$ cat src/rtl/fp_sign_pipe_if.sv
// Op/result handshake bundle for the FP sign-injection unit.
// The master side issues ops and consumes results; the slave side is the unit.
interface fp_sign_pipe_if #(
  parameter int unsigned WIDTH     = 32,
  parameter int unsigned TAG_WIDTH = 6
);
  logic                 flush;
  logic                 inValid;
  logic                 inReady;
  logic [1:0]           inCommand;
  logic                 inDouble;
  logic [WIDTH-1:0]     inSrc1;
  logic [WIDTH-1:0]     inSrc2;
  logic [TAG_WIDTH-1:0] inTag;
  logic                 outValid;
  logic                 outReady;
  logic [WIDTH-1:0]     outResult;
  logic [TAG_WIDTH-1:0] outTag;
  logic                 outIllegal;

  modport master (
    output flush, inValid, inCommand, inDouble, inSrc1, inSrc2, inTag, outReady,
    input  inReady, outValid, outResult, outTag, outIllegal
  );

  modport slave (
    input  flush, inValid, inCommand, inDouble, inSrc1, inSrc2, inTag, outReady,
    output inReady, outValid, outResult, outTag, outIllegal
  );
endinterface

$ cat src/rtl/fp_sign_pipe.sv
// Pipelined FSGNJ/FSGNJN/FSGNJX unit with issue tag, flush and valid/ready flow control.
// The result is formed ahead of stage 0; later stages only store and forward.
module fp_sign_pipe #(
  parameter int unsigned WIDTH     = 32,
  parameter int unsigned STAGES    = 2,
  parameter int unsigned TAG_WIDTH = 6
) (
  input logic           clk,
  input logic           rst,
  fp_sign_pipe_if.slave bus
);

  localparam logic [1:0]  CmdSgnj  = 2'd0;
  localparam logic [1:0]  CmdSgnjn = 2'd1;
  localparam logic [1:0]  CmdSgnjx = 2'd2;
  localparam logic [1:0]  CmdRsvd  = 2'd3;
  localparam logic [31:0] CanonNan = 32'h7FC0_0000;

  function automatic logic sign_sel(logic [1:0] cmd, logic s1, logic s2);
    logic s;
    case (cmd)
      CmdSgnj:  s = s2;
      CmdSgnjn: s = ~s2;
      CmdSgnjx: s = s1 ^ s2;
      default:  s = 1'b0;
    endcase
    return s;
  endfunction

  logic             illegal;
  logic [31:0]      sp_src1;
  logic             sp_s2;
  logic             sgn_sp;
  logic             sgn_dp;
  logic [WIDTH-1:0] res_sp;
  logic [WIDTH-1:0] res_dp;
  logic [WIDTH-1:0] result;
  logic             unused_src2;

  // Only the sign of src2 matters; its magnitude bits are never consumed.
  assign unused_src2 = ^bus.inSrc2[30:0];

  if (WIDTH == 64) begin : g_box
    // Improperly NaN-boxed single operands read as the canonical quiet NaN.
    assign sp_src1 = (&bus.inSrc1[WIDTH-1:32]) ? bus.inSrc1[31:0] : CanonNan;
    assign sp_s2   = (&bus.inSrc2[WIDTH-1:32]) ? bus.inSrc2[31]   : CanonNan[31];
    assign res_sp  = {{(WIDTH - 32){1'b1}}, sgn_sp, sp_src1[30:0]};
  end else begin : g_nobox
    assign sp_src1 = bus.inSrc1[31:0];
    assign sp_s2   = bus.inSrc2[31];
    assign res_sp  = {sgn_sp, sp_src1[30:0]};
  end

  assign sgn_sp  = sign_sel(bus.inCommand, sp_src1[31], sp_s2);
  assign sgn_dp  = sign_sel(bus.inCommand, bus.inSrc1[WIDTH-1], bus.inSrc2[WIDTH-1]);
  assign res_dp  = {sgn_dp, bus.inSrc1[WIDTH-2:0]};
  assign illegal = (bus.inCommand == CmdRsvd) || (bus.inDouble && (WIDTH == 32));

  always_comb begin
    result = res_sp;
    if (illegal) begin
      result = '0;
    end else if (bus.inDouble) begin
      result = res_dp;
    end
  end

  logic [STAGES-1:0]    valid_q;
  logic [STAGES-1:0]    illegal_q;
  logic [WIDTH-1:0]     result_q [STAGES];
  logic [TAG_WIDTH-1:0] tag_q    [STAGES];

  logic [STAGES:0]      adv;
  logic                 in_fire;
  logic [STAGES-1:0]    src_valid;
  logic [STAGES-1:0]    src_illegal;
  logic [WIDTH-1:0]     src_result [STAGES];
  logic [TAG_WIDTH-1:0] src_tag    [STAGES];

  // A stage may load when empty or when its successor is taking its contents.
  always_comb begin
    adv         = '0;
    adv[STAGES] = bus.outReady;
    for (int i = STAGES - 1; i >= 0; i--) begin
      adv[i] = ~valid_q[i] | adv[i+1];
    end
  end

  assign in_fire = bus.inValid & bus.inReady;

  always_comb begin
    src_valid[0]   = in_fire;
    src_illegal[0] = illegal;
    src_result[0]  = result;
    src_tag[0]     = bus.inTag;
    for (int i = 1; i < STAGES; i++) begin
      src_valid[i]   = valid_q[i-1];
      src_illegal[i] = illegal_q[i-1];
      src_result[i]  = result_q[i-1];
      src_tag[i]     = tag_q[i-1];
    end
  end

  always_ff @(posedge clk or negedge rst) begin
    if (!rst) begin
      valid_q   <= '0;
      illegal_q <= '0;
      for (int i = 0; i < STAGES; i++) begin
        result_q[i] <= '0;
        tag_q[i]    <= '0;
      end
    end else begin
      for (int i = 0; i < STAGES; i++) begin
        if (bus.flush) begin
          valid_q[i] <= 1'b0;
        end else if (adv[i]) begin
          valid_q[i] <= src_valid[i];
        end
        if (adv[i] && src_valid[i]) begin
          illegal_q[i] <= src_illegal[i];
          result_q[i]  <= src_result[i];
          tag_q[i]     <= src_tag[i];
        end
      end
    end
  end

  assign bus.inReady    = adv[0];
  assign bus.outValid   = valid_q[STAGES-1];
  assign bus.outResult  = result_q[STAGES-1];
  assign bus.outTag     = tag_q[STAGES-1];
  assign bus.outIllegal = illegal_q[STAGES-1];

endmodule

$ cat src/flat_wrapper.sv
// flat-port wrapper written by rule: the top's interface ports become plain ports
module fp_sign_pipe_flat 
#(
  parameter int unsigned WIDTH     = 32,
  parameter int unsigned STAGES    = 2,
  parameter int unsigned TAG_WIDTH = 6
)
  (clk, rst, bus_flush, bus_inValid, bus_inCommand, bus_inDouble, bus_inSrc1, bus_inSrc2, bus_inTag, bus_outReady, bus_inReady, bus_outValid, bus_outResult, bus_outTag, bus_outIllegal);
  fp_sign_pipe_if #(.WIDTH(WIDTH), .TAG_WIDTH(TAG_WIDTH)) bus_i ();
  input logic clk;
  input logic rst;
  input wire logic [$bits(bus_i.flush)-1:0] bus_flush;
  input wire logic [$bits(bus_i.inValid)-1:0] bus_inValid;
  input wire logic [$bits(bus_i.inCommand)-1:0] bus_inCommand;
  input wire logic [$bits(bus_i.inDouble)-1:0] bus_inDouble;
  input wire logic [$bits(bus_i.inSrc1)-1:0] bus_inSrc1;
  input wire logic [$bits(bus_i.inSrc2)-1:0] bus_inSrc2;
  input wire logic [$bits(bus_i.inTag)-1:0] bus_inTag;
  input wire logic [$bits(bus_i.outReady)-1:0] bus_outReady;
  output wire logic [$bits(bus_i.inReady)-1:0] bus_inReady;
  output wire logic [$bits(bus_i.outValid)-1:0] bus_outValid;
  output wire logic [$bits(bus_i.outResult)-1:0] bus_outResult;
  output wire logic [$bits(bus_i.outTag)-1:0] bus_outTag;
  output wire logic [$bits(bus_i.outIllegal)-1:0] bus_outIllegal;
  assign bus_i.flush = bus_flush;
  assign bus_i.inValid = bus_inValid;
  assign bus_i.inCommand = bus_inCommand;
  assign bus_i.inDouble = bus_inDouble;
  assign bus_i.inSrc1 = bus_inSrc1;
  assign bus_i.inSrc2 = bus_inSrc2;
  assign bus_i.inTag = bus_inTag;
  assign bus_i.outReady = bus_outReady;
  assign bus_inReady = bus_i.inReady;
  assign bus_outValid = bus_i.outValid;
  assign bus_outResult = bus_i.outResult;
  assign bus_outTag = bus_i.outTag;
  assign bus_outIllegal = bus_i.outIllegal;
  fp_sign_pipe #(.WIDTH(WIDTH), .STAGES(STAGES), .TAG_WIDTH(TAG_WIDTH)) u_core (.clk(clk), .rst(rst), .bus(bus_i));
endmodule
$ cat config.mk
export PLATFORM = sky130hd
export DESIGN_NAME = fp_sign_pipe_flat
export DESIGN_NICKNAME = d
export VERILOG_FILES = /design/src/rtl/fp_sign_pipe_if.sv /design/src/rtl/fp_sign_pipe.sv /design/src/flat_wrapper.sv
export SDC_FILE = /design/constraint.sdc
export NUM_CORES = 1
export LEC_CHECK = 0
export CAP_MARGIN = 10
export CORE_ASPECT_RATIO = 2
export CORE_MARGIN = 3
export CORE_UTILIZATION = 49
export DETAILED_ROUTE_END_ITERATION = 12
export PLACE_DENSITY = 0.92
export SYNTH_ARGS = -nofsm -noshare
export SYNTH_HDL_FRONTEND = slang
export SYNTH_SLANG_ARGS = --single-unit
$ cat constraint.sdc
create_clock -name clk -period 2.05 [get_ports clk]
set_input_delay 0.615 -clock clk [delete_from_list [all_inputs] [get_ports clk]]
set_output_delay 0.615 -clock clk [all_outputs]
set_load 0.05 [all_outputs]
==> reports/metrics.yaml, run 1 <==
syn-cell-area_sq_um: 3440
dieArea_sq_um: 8120
syn-instance-count: 284
placed_cell_area_sq_um: 4140
rows: 42
antenna_cells: 0
die_x_um: 65.2
finalSetupViolCount: 0
drv_cap: 0
syn_avg_cell_area_sq_um: 12.1
dpl.hpwl_um: 5460
grt_start_max_net_pins: 37
rr_endpoint: "u_core.result_q[61]"
slew_headroom: 0.791
gp_congestion: 0.754
mostFrequentLayoutCell: "dfrtp_1"
vdd_drop_max_v: 0.000809
timing.final.crit_share: 0.986
die_h_um: 124
r2r-start: "u_core.valid_q[0]"
dp_cells: 423
clock_path_buffers: 2
min_period_ps: 2020
wl_met1_um: 2750
ys_seq_elements: 80
ctsResizeCount: 0
grt_pass1_vias: 2537
critPathRequiredTime_ps: 1430
start_kind: "input port"
skew_ps: 6.11
totalWireLength_um: 7550
core_area_sq_um: 6730
root_buffer: "clkbuf_16"
grt_usage: 0.204
start_util: 0.511
crit_fanout: 2
syn_to_final_growth_pct: 29.0
wl_met3_um: 275
powerDensity_nw_per_um2: 1010
cts-buffers-inserted: 9
place.port_buffers: 87
outcome: "complete, no violations"
ys_seq_area_frac: 0.582
drive_gt1_frac: 0.318
p_leak_nw: 2.12
drt_iter0_drc: 100
fin_area_sq_um: 4440
cts_sinks: 80
ys_types: 22
fmax_mhz: 495
r2r_slack_ps: 550
pre_cts_slack_ps: -43.8
io_pins: 119
layout_common_cells: "dfrtp_1 (80), buf_4 (53), clkdlybuf4s50_1 (45), inv_1 (34), nand4_1 (31)"
htree_levels: 3
viasPerCell: 5.26
antenna_left: 0
rsz0062_at_grt: "no"
dr_total_vias: 2314
clkTransAtPathRegs_ps: 60
worstMarginPinSlew_ps: 314
synth_fp_nets: 362
grt_overflow: 0
report.final.hold_viol_count: 0
dr.pass1.iters: 4
cp-end-kind: "primary output"
dr.max_layer_used: "met4"
grt_first_pass_wirelength_um: 12300
min-delay-path-class: "in2async"
final_max_slew_viol_count: 0
post_drt_wl_per_cell_um: 17.2
final_util: 0.659
worstSkewPairLatency_ps: 330
fin_nets: 425
rr_worst_depth: 5
crit_path_start: "bus_outReady"
cp.arrival_ps: 1410
antenna_found_initial: 0
total_power_mw: 4.46
critPathKind: "in2out"
cts_tree: "built"
wl_met2_um: 4180
yosys_warnings: 0
finalNonFillerCells: 440
layout_setup_ws_ps: 28.3
ctsHoldBuffers: 0
drc: 0
## report_power, final
group	total (mW)	internal [mW]	switching (mW)
logic	1.09	0.407	0.686
registers	1.88	1.77	0.107
clock network	1.49	0.912	0.581
total	4.46	3.09	1.37
## flip-flops by register name, indices dropped and copies added (netlist names)
signal                cells
u_core.bus.outResult     32
u_core.bus.outTag         6
u_core.illegal_q          2
u_core.result_q          32
u_core.src_tag            6
u_core.valid_q            2
## cells in the mapped netlist
library cell  instances  area share
dfrtp_1              80        0.58
buf_4                34       0.074
inv_1                34       0.037
nand4_1              31       0.056
mux2_2               29       0.095
o21ai_0              21       0.031
clkbuf_1             12       0.013
mux2_1               10       0.033
o21ai_1              10       0.015
mux2_4                6       0.026
a21oi_1               4      0.0058
buf_6                 3      0.0098
and2_4                1      0.0025
buf_2                 1      0.0015
inv_2                 1      0.0011
nand3_1               1      0.0015
nand3b_4              1      0.0058
nor2_1                1      0.0011
o21a_1                1      0.0022
o21ai_2               1      0.0025
o22ai_1               1      0.0018
xor2_1                1      0.0025
## per-stage QoR
| step | TNS, ps | hold slack, ps |
|---|---|---|
| 5_1_grt | 0 | 182 |
| 2_1_floorplan | 0 | 319 |
| 3_3_place_gp | 0 | 467 |
| 6_report | 0 | 174 |
| 3_5_place_dp | -342 | 477 |
| 4_1_cts | 0 | 164 |
## cells by family (layout without fill, tap and decap cells)
| logic type | Yosys count | after routing | synth area share |
|---|---|---|---|
| AND/OR/NAND/NOR | 35 | 35 | 0.0673 |
| flip-flops | 80 | 80 | 0.582 |
| AO/OA/AOI/OAI | 38 | 38 | 0.0575 |
| XOR/XNOR | 1 | 1 | 0.00255 |
| multiplexers | 45 | 45 | 0.154 |
| buffers and inverters | 85 | 153 | 0.137 |
## layout make-up
class / count / area, sq um
timing repair buffer: 102 / 928
fill: 554 / 2290
multi-input combinational: 119 / 978
inverter: 35 / 131
tap: 88 / 110
sequential: 80 / 2000
clock inverter: 3 / 15.0
clock buffer: 13 / 270
## critical path, cell delays in order
cell and delay, ps:
clkdlybuf4s50_1 490, nand3b_4 160, buf_12 140
## what timing repair did
| item | CTS | global route |
|---|---|---|
| hold endpoints to repair | 0 | 0 |
| setup buffers | 1 | 0 |
| endpoints found under the setup margin | 1 | 0 |
## routing by layer
metal / track usage / vias to the layer above
met4: 0.123 / 0
met3: 0.0442 / 21
li1: - / 1058
met5: 0 / -
met2: 0.347 / 72
met1: 0.224 / 1163
## how the worst max path moves through the flow
stage,end,slack (ps),depth (start not counted)
after floorplan,bus_inReady,270,2
after global placement,u_core.bus.outResult[27],10,5
after detailed placement,u_core.result_q[61],-40,5
after CTS,bus_inReady,30,3
after global routing,bus_inReady,20,3
final,bus_inReady,30,3
(Power assumes the default switching activity.)
==> run 2, diff against run 1 <==
--- a/config.mk
+++ b/config.mk
@@ -5,12 +5,14 @@
 export SDC_FILE = /design/constraint.sdc
 export NUM_CORES = 1
 export LEC_CHECK = 0
+export ABC_AREA = 1
 export CAP_MARGIN = 10
 export CORE_ASPECT_RATIO = 2
 export CORE_MARGIN = 3
-export CORE_UTILIZATION = 49
+export CORE_UTILIZATION = 48
 export DETAILED_ROUTE_END_ITERATION = 12
-export PLACE_DENSITY = 0.92
+export PLACE_DENSITY = 0.91
 export SYNTH_ARGS = -nofsm -noshare
 export SYNTH_HDL_FRONTEND = slang
 export SYNTH_SLANG_ARGS = --single-unit
+export TNS_END_PERCENT = 10
==> run 2 against run 1 <==
- hold slack got worse by 17 ps
- final area decreased by 0.11%
- clock power increased by 30%
- final cell count increased by 22%
- critical path type unchanged
- largest cell class unchanged
==> reports/metrics.yaml, run 2 <==
final_util: 0.659
drv_cap: 0
async_reset_ff_frac: 1.00
fmax_mhz: 500
synth_xor_area_frac: 0
slew_headroom: 0.699
min-delay-path-class: "in2async"
final_max_slew_viol_count: 0
yosys_warnings: 0
io_pins: 119
synth_simple_gate_area_frac: 0.295
grtUsageMet2: 0.330
skew_ps: 5.17
grt-busiest-layer: "met2"
ctsHoldBuffers: 0
synth_edf_count: 0
die_h_um: 125
totalWireLength_um: 7160
grt_first_pass_wirelength_um: 12000
crit_fanout: 3
start_kind: "input port"
critPathKind: "in2out"
seqCellArea_sq_um: 2000
place.port_buffers: 87
synth-compound-area-share: 0.00295
grt_overflow: 0
report.final.hold_viol_count: 0
cts_sinks: 80
synth_mux_area_frac: 0
grt_pass1_vias: 2624
ys_seq_area_frac: 0.591
syn_avg_cell_area_sq_um: 8.80
mostFrequentLayoutCell: "nand2_1"
dr_total_vias: 2643
min_period_ps: 2000
clock_path_buffers: 2
grt_start_max_net_pins: 42
root_buffer: "clkbuf_16"
synth_fa_ha_area_frac: 0
start_util: 0.504
drc: 0
powerDensity_nw_per_um2: 1060
dr.pass1.iters: 4
syn_to_final_growth_pct: 30.8
synth_top_cell_area_share: 0.591
worstMarginPinSlew_ps: 452
syn-instance-count: 385
yosys-top-cells-count: "nand2_1 (200), dfrtp_1 (80), nand3_1 (40)"
use_met3: 0.0379
htree_levels: 3
synth_fp_nets: 463
vdd_drop_max_v: 0.000628
drt_iter0_drc: 141
cts-buffers-inserted: 9
total_power_mw: 4.71
rsz0062_at_grt: "no"
worstSkewPairLatency_ps: 330
fin_nets: 521
met1_usage: 0.213
nFillCells: 560
dieArea_sq_um: 8160
rows: 42
antenna_found_initial: 0
syn-cell-area_sq_um: 3390
ys_seq_elements: 80
finalSetupViolCount: 0
antenna_left: 0
multi_input_area_sq_um: 1020
post_drt_wl_per_cell_um: 13.4
antenna_cells: 0
die_x_um: 65.4
cp-end-kind: "primary output"
synthFlopType: "dfrtp_1"
dpl.hpwl_um: 4950
synth.most_common_cell: "nand2_1"
layout_common_cells: "nand2_1 (200), dfrtp_1 (80), buf_4 (49), clkdlybuf4s50_1 (45), nand3_1 (40)"
outcome: "complete, no violations"
critPathRequiredTime_ps: 1430
clkTransAtPathRegs_ps: 50
ys_types: 14
yosys-top-cells-area: "dfrtp_1 (59%), nand2_1 (22%), buf_4 (8.0%), nand3_1 (5.9%), buf_2 (1.0%)"
rr_worst_depth: 5
core_area_sq_um: 6730
timing.final.crit_share: 0.976
cts_tree: "built"
gp_congestion: 0.820
cp.arrival_ps: 1390
drive_gt1_frac: 0.165
p_leak_nw: 2.42
synth_top_cell_by_area: "dfrtp_1"
viasPerCell: 4.93
grt_usage: 0.193
synth_top_family_by_area: "simple AND/OR/NAND/NOR gates"
-- run 2: cell types whose count changed after synthesis, sizes merged, moves of 29 or more --
cell	previous run	this run
nand4	31	0
inv	35	6
o21ai	32	0
nand3	1	41
mux2	45	0
nand2	0	201
-- run 2: worst paths after layout --
kind                                          start                       end  slack (ps)
min                                             rst      u_core.bus.outTag[0]         160
min in group clk           u_core.bus.outResult[19]  u_core.bus.outResult[19]         470
max reg2reg                       u_core.valid_q[0]  u_core.bus.outResult[11]         600
max in group asynchronous                       rst       u_core.result_q[34]        1320
max                                    bus_outReady               bus_inReady          50
min reg2reg                u_core.bus.outResult[19]  u_core.bus.outResult[19]         470
-- run 2: metrics by stage --
stage               setup TNS, ps  std cells  instance area [sq um]  setup slack, ps  hold WS [ps]
finish                          0        536                   4430             49.3           157
global route                    0        536                   4430             4.43           168
CTS                             0        536                   4420             29.7           151
detailed placement          -3.50        520                   4050            -3.50           461
global placement                0        520                   4050             10.0           456
floorplan                       0        385                   3390              338           319
-- run 2: where the power goes --
part	switching [mW]	internal [mW]
clock	0.586	1.34
combinational	0.626	0.311
sequential	0.0962	1.75
-- run 2: metal layers --
layer | share of wire | wire length [um] | up-vias
met1 | 0.37 | 2660 | 1264
met2 | 0.54 | 3860 | 88
li1 | - | - | 1271
met3 | 0.049 | 349 | 20
met5 | 0 | 0 | -
met4 | 0.040 | 285 | 0
-- run 2: critical path, cell delays in order --
cell and delay, ps:
clkdlybuf4s50_1 450, inv_1 70, nand3_4 80, buf_6 160
-- run 2: kinds of logic (layout without fill, tap and decap cells) --
group / count (synthesis) / count (layout)
simple gates: 245 / 245
flops: 80 / 80
buf+inv: 58 / 121
compound gates: 2 / 2
-- run 2: layout make-up --
cell class | instances | area share
flip-flops and latches | 80 | 0.452
multi-input cells | 247 | 0.230
repair buffers | 99 | 0.205
clock buffers | 10 | 0.0539
clock inverters | 6 | 0.0294
well taps | 88 | 0.0249
inverters | 6 | 0.00508
-- run 2: repair_timing --
action / in CTS / in global routing
buffers inserted: 0 / 0
gates resized for setup: 1 / 1
endpoints found under the setup margin: 1 / 1
==> run 3, diff against run 2 <==
==> constraint.sdc (replaced) <==
create_clock -name clk -period 2.05 [get_ports clk]
set_input_delay 0.205 -clock clk [delete_from_list [all_inputs] [get_ports clk]]
set_output_delay 0.205 -clock clk [all_outputs]
set_load 0.05 [all_outputs]
==> run 3 against run 2 <==
- sequential power about the same
- utilization decreased by 0.78 points
- clock power decreased by 18%
- final cell count decreased by 0.93%
- wire length increased by 2.2%
- critical path depth decreased by 3
- first-iteration DRC count increased by 48%
- die area unchanged
- power decreased by 7.0%
- clock skew decreased by 2.1 ps
- fmax increased by 15%
- highest routed layer unchanged
==> reports/metrics.yaml, run 3 (synthesized netlist as in run 2, its figures left out) <==
cp_cell_sequence: "clkdlybuf4s50_1"
r2r_slack_ps: 630
outcome: "complete, no violations"
critPathRequiredTime_ps: 1850
cts-buffers-inserted: 9
critPathKind: "reg2out"
min_period_ps: 1740
dieArea_sq_um: 8160
antenna_cells: 0
final_util: 0.651
nFillCells: 573
drc: 0
worstSkewPairLatency_ps: 330
min-delay-path-class: "in2reg"
hold_slack_ps: 410
cp-end-kind: "primary output"
viasPerCell: 4.79
use_met3: 0.0460
grt_start_max_net_pins: 42
totalWireLength_um: 7320
slowest_stage: "clkdlybuf4s50_1"
grt_pass1_vias: 2591
drv_cap: 0
mostFrequentLayoutCell: "nand2_1"
final_max_slew_viol_count: 0
cp.arrival_ps: 1530
vdd_drop_max_v: 0.000948
root_buffer: "clkbuf_16"
die_x_um: 65.4
report.final.hold_viol_count: 0
powerDensity_nw_per_um2: 1000
dpl.hpwl_um: 4880
grtUsageMet2: 0.328
ctsResizeCount: 0
fmax_mhz: 576
clkTransAtPathRegs_ps: 60
grt_first_pass_wirelength_um: 12200
start_kind: "flop"
grt_usage: 0.196
grt-busiest-layer: "met2"
post_drt_wl_per_cell_um: 13.8
drt_iter0_drc: 209
fin_nets: 516
crit_fanout: 2
place.port_buffers: 87
drive_gt1_frac: 0.0587
htree_levels: 3
io_pins: 119
critical_path_buf_inv_count: 1
clock_path_buffers: 2
syn_to_final_growth_pct: 29.2
core_area_sq_um: 6730
rows: 42
dr.pass1.iters: 6
die_h_um: 125
finalNonFillerCells: 531
crit_family: "buffers and inverters"
finalSetupViolCount: 0
worstMarginPinSlew_ps: 568
slowest_delay_ps: 850
timing.final.crit_share: 0.847
gp_congestion: 0.842
slew_headroom: 0.620
skew_ps: 3.05
p_leak_nw: 2.28
start_util: 0.504
antenna_left: 0
grt_overflow: 0
dr_total_vias: 2543
dp_cells: 514
total_power_mw: 4.38
fin_setup_tns_ps: 0
cts_tree: "built"
layout_common_cells: "nand2_1 (200), clkdlybuf4s50_1 (85), dfrtp_1 (80), nand3_1 (40), clkbuf_16 (9)"
rsz0062_at_grt: "no"
antenna_found_initial: 0
cts_sinks: 80
cts_setup_buffers: 0
met1_usage: 0.226
==> run 3: cell count changes in the layout (fill, tap and decap cells not counted), sizes merged <==
cell           previous run  this run
buf                      54         8
bufinv                    4         1
clkbuf                   10        13
clkdlybuf4s50            45        85
dlygate4sd3               0         1
==> run 3: per-stage QoR <==
stage | area [sq um] | setup slack (ps)
3_3_place_gp | 4070 | 401
2_1_floorplan | 3390 | 338
5_1_grt | 4380 | 276
3_5_place_dp | 4070 | 329
4_1_cts | 4380 | 299
6_report | 4380 | 314
==> run 3: cell type report <==
class | instances | area (sq um) | share of cell area
Sequential cell | 80 | 2000 | 0.457
Timing Repair Buffer | 94 | 933 | 0.213
Inverter | 6 | 22.5 | 0.00514
Clock buffer | 13 | 260 | 0.0594
Tap cell | 88 | 110 | 0.0252
Clock inverter | 3 | 40.0 | 0.00915
Multi-Input combinational cell | 247 | 1010 | 0.231
==> run 3: per-layer routing <==
metal,vias up,share of wire
met4,0,0.037
met2,101,0.53
met5,-,0
met3,16,0.052
met1,1167,0.38
li1,1259,-
==> run 3: report_power, final <==
group	switching [mW]	total, mW	internal [mW]
clock network	0.571	1.58	1.01
logic	0.626	0.961	0.335
registers	0.0951	1.84	1.75
==> run 3: worst paths after layout <==
kind                                          from                       end  cells past startpoint
setup / recovery           u_core.bus.outResult[7]          bus_outResult[7]                      1
hold / removal                       bus_inSrc1[7]       u_core.result_q[39]                      3
setup reg to reg                 u_core.valid_q[1]       u_core.result_q[44]                      5
hold reg to reg               u_core.bus.outTag[4]      u_core.bus.outTag[4]                      2
max in group asynchronous                      rst         u_core.src_tag[3]                      3
min in group asynchronous                      rst  u_core.bus.outResult[30]                      2
==> run 3: repair_timing <==
action                     4_1_cts  5_1_grt
hold endpoints to repair        39        0
hold buffers                     1        0
setup endpoints to repair        0        0
==> RTL edit (settings of run 1) <==
`STAGES` is set to 2 in 2 places; all go to 4.
--- a/src/rtl/fp_sign_pipe.sv
+++ b/src/rtl/fp_sign_pipe.sv
@@ -3,5 +3,5 @@
 module fp_sign_pipe #(
   parameter int unsigned WIDTH     = 32,
-  parameter int unsigned STAGES    = 2,
+  parameter int unsigned STAGES    = 4,
   parameter int unsigned TAG_WIDTH = 6
 ) (
--- a/src/flat_wrapper.sv
+++ b/src/flat_wrapper.sv
@@ -3,5 +3,5 @@
 #(
   parameter int unsigned WIDTH     = 32,
-  parameter int unsigned STAGES    = 2,
+  parameter int unsigned STAGES    = 4,
   parameter int unsigned TAG_WIDTH = 6
 )
Formal check against the unedited RTL: not equivalent (Yosys sat finds a counterexample within 4 cycles, from zero or initial values and one cycle with rst low).
==> RTL edit against run 1 <==
Utilization shrank 2.7 points; clock power grew 120%; routed wire length increased by 54%; setup slack improved by 0.0097 ns; cell area grew 81%; sequential share of layout area grew 4.8 points; critical endpoint unchanged; power up 120%; sequential power up 120%; sequential cell count increased by 80; synthesized area increased by 88%; via count increased by 54%.
==> RTL edit: results (changes against run 1) <==
The run finished with clean final reports. The clock skew after layout is 0.006450 ns (+0.0003368 ns), and the count of cell types in the netlist is 20 (-9.1%). The synthesized net count was 532 (+47%); the average wire length per cell after detail routing was 16.76 um (-2.3%). The tools report the clock tree buffer count of the final layout as 17 (+4). The tools report the cell area reported after detailed placement as 7400 um^2 (+79%). The worst register-to-register path begins at u_core.valid_q[3]. The layout cell share with drive strength beyond 1 is 0.3782 (+0.06005), and the number of storage elements in the synthesis netlist is 160 (+100%). The worst relative slew slack came out at 0.6907 (-0.09982). The number of setup buffers added after CTS was 0 (-1); the total number of H-tree levels was 4 (+1). The met2 layer wire length in the routed design is 6.196 mm (+48%). The count of plain and timing-repair buffers is 107 (+4.9%), and the clock latency reported for the late side of the worst-skew pair is 0.41 ns (+0.08 ns).

The count of placed standard cells in the final layout, fillers left out was 692 (+57%); the depth of the worst register-to-register path was 6 (+1). The total leakage power came out at 3.945 nW (+86%). Ratio of routed vias to standard cells: 5.155 (-2.0%). The worst-case vdd ir drop is 0.0008337 V (+3.1%).

The average instance area after synthesis was 14.22 um^2 (+17%). Ranked by total cell area, the synthesized netlist is headed by sky130_fd_sc_hd__dfrtp_1 (62%), sky130_fd_sc_hd__mux2_2 (18%), sky130_fd_sc_hd__mux2i_1 (5.1%), sky130_fd_sc_hd__buf_4 (4.3%), sky130_fd_sc_hd__mux2_1 (3.3%). The estimated wirelength of the detail-placed design was 8.196 mm (+50%); the multi-input logic area was 1989 um^2 (+100%).

The number of placed cells counting well taps was 660 (+56%). The largest driver fanout on the critical path was 3 (+1). For the net load switching power, the log shows 3.064 mW (+120%).

The logs give 4041 (+59%) for the number of global-route vias before repair and 0.37 ns (-0.18 ns) for the setup slack of the most critical reg-to-reg path. Counting instances in the post-synthesis netlist gives the leading cell types as sky130_fd_sc_hd__dfrtp_1 (160), sky130_fd_sc_hd__mux2_2 (104), sky130_fd_sc_hd__buf_4 (37), sky130_fd_sc_hd__inv_1 (37). The number of logic inverters in the finished layout was 37 (+5.7%); the fraction of the yosys area taken by sequential cells was 0.6203 (+0.03825). The first-pass GRT wire length is 19.51 mm (+58%).

For the worst hold margin, the log shows 0.1261 ns (-0.04774 ns). The non-clock buffer contribution to total cell area was 0.1348 (-0.07447); the count of multi-input combinational gates was 206 (+73%). In this run the critical register-to-register path is captured at u_core.result_q[109]. The run gives 929 (+68%) as the number of filler cells placed in the layout.

For the maximum number of pins on one net before global-route repair, the log shows 48 (+30%). The placer congestion estimate was 0.7209 (-4.4%). The wire length on met1 came out at 4.637 mm (+68%). The pre-CTS setup slack came out at -0.3125 ns (-0.2686 ns).
==> RTL edit: cells by family (layout without fill, tap and decap cells) <==
logic type / after synthesis / after routing / synth area share
multiplexers: 156 / 156 / 0.2657
AND/OR/NAND/NOR: 40 / 40 / 0.02559
buffers and inverters: 88 / 176 / 0.07870
AO/OA/AOI/OAI: 10 / 10 / 0.009692
flip-flops: 160 / 160 / 0.6203
==> RTL edit: repair_timing <==
item,CTS,global route
hold buffers,0,0
gates resized for setup,3,1
endpoints found under the hold margin,0,0
endpoints found under the setup margin,1,1
==> RTL edit: power groups by stage <==
stage / sequential (mW) / combinational [mW] / clock (mW)
3_3_place_gp: 4.15 / 2.29 / 0
6_report: 4.13 / 2.33 / 3.30
3_5_place_dp: 4.19 / 2.36 / 0
4_1_cts: 4.13 / 2.36 / 3.36
2_1_floorplan: 4.29 / 1.66 / 0
5_1_grt: 4.21 / 2.45 / 3.50
==> RTL edit: how the worst max path moves through the flow <==
stage,startpoint,to,slack (ns),depth (start not counted)
after floorplan,u_core.valid_q[3],bus_inReady,0.14,2
after global placement,bus_outReady,u_core.src_tag[16],-0.18,6
after detailed placement,bus_outReady,u_core.result_q[109],-0.31,7
after CTS,u_core.valid_q[2],bus_inReady,0.02,3
after global routing,bus_outReady,bus_inReady,0.003,4
final,bus_outReady,bus_inReady,0.04,4
==> RTL edit: critical path, stage by stage <==
cell                              delay, ns
sky130_fd_sc_hd__clkdlybuf4s15_1       0.20
sky130_fd_sc_hd__and4b_1               0.33
sky130_fd_sc_hd__nand2_2               0.09
sky130_fd_sc_hd__buf_12                0.16
==> RTL edit: per-layer routing <==
layer | GRT usage | vias to the layer above
li1 | - | 1644
met1 | 0.2082 | 1813
met2 | 0.2946 | 85
met3 | 0.03967 | 25
met4 | 0.07281 | 0
met5 | 0 | -
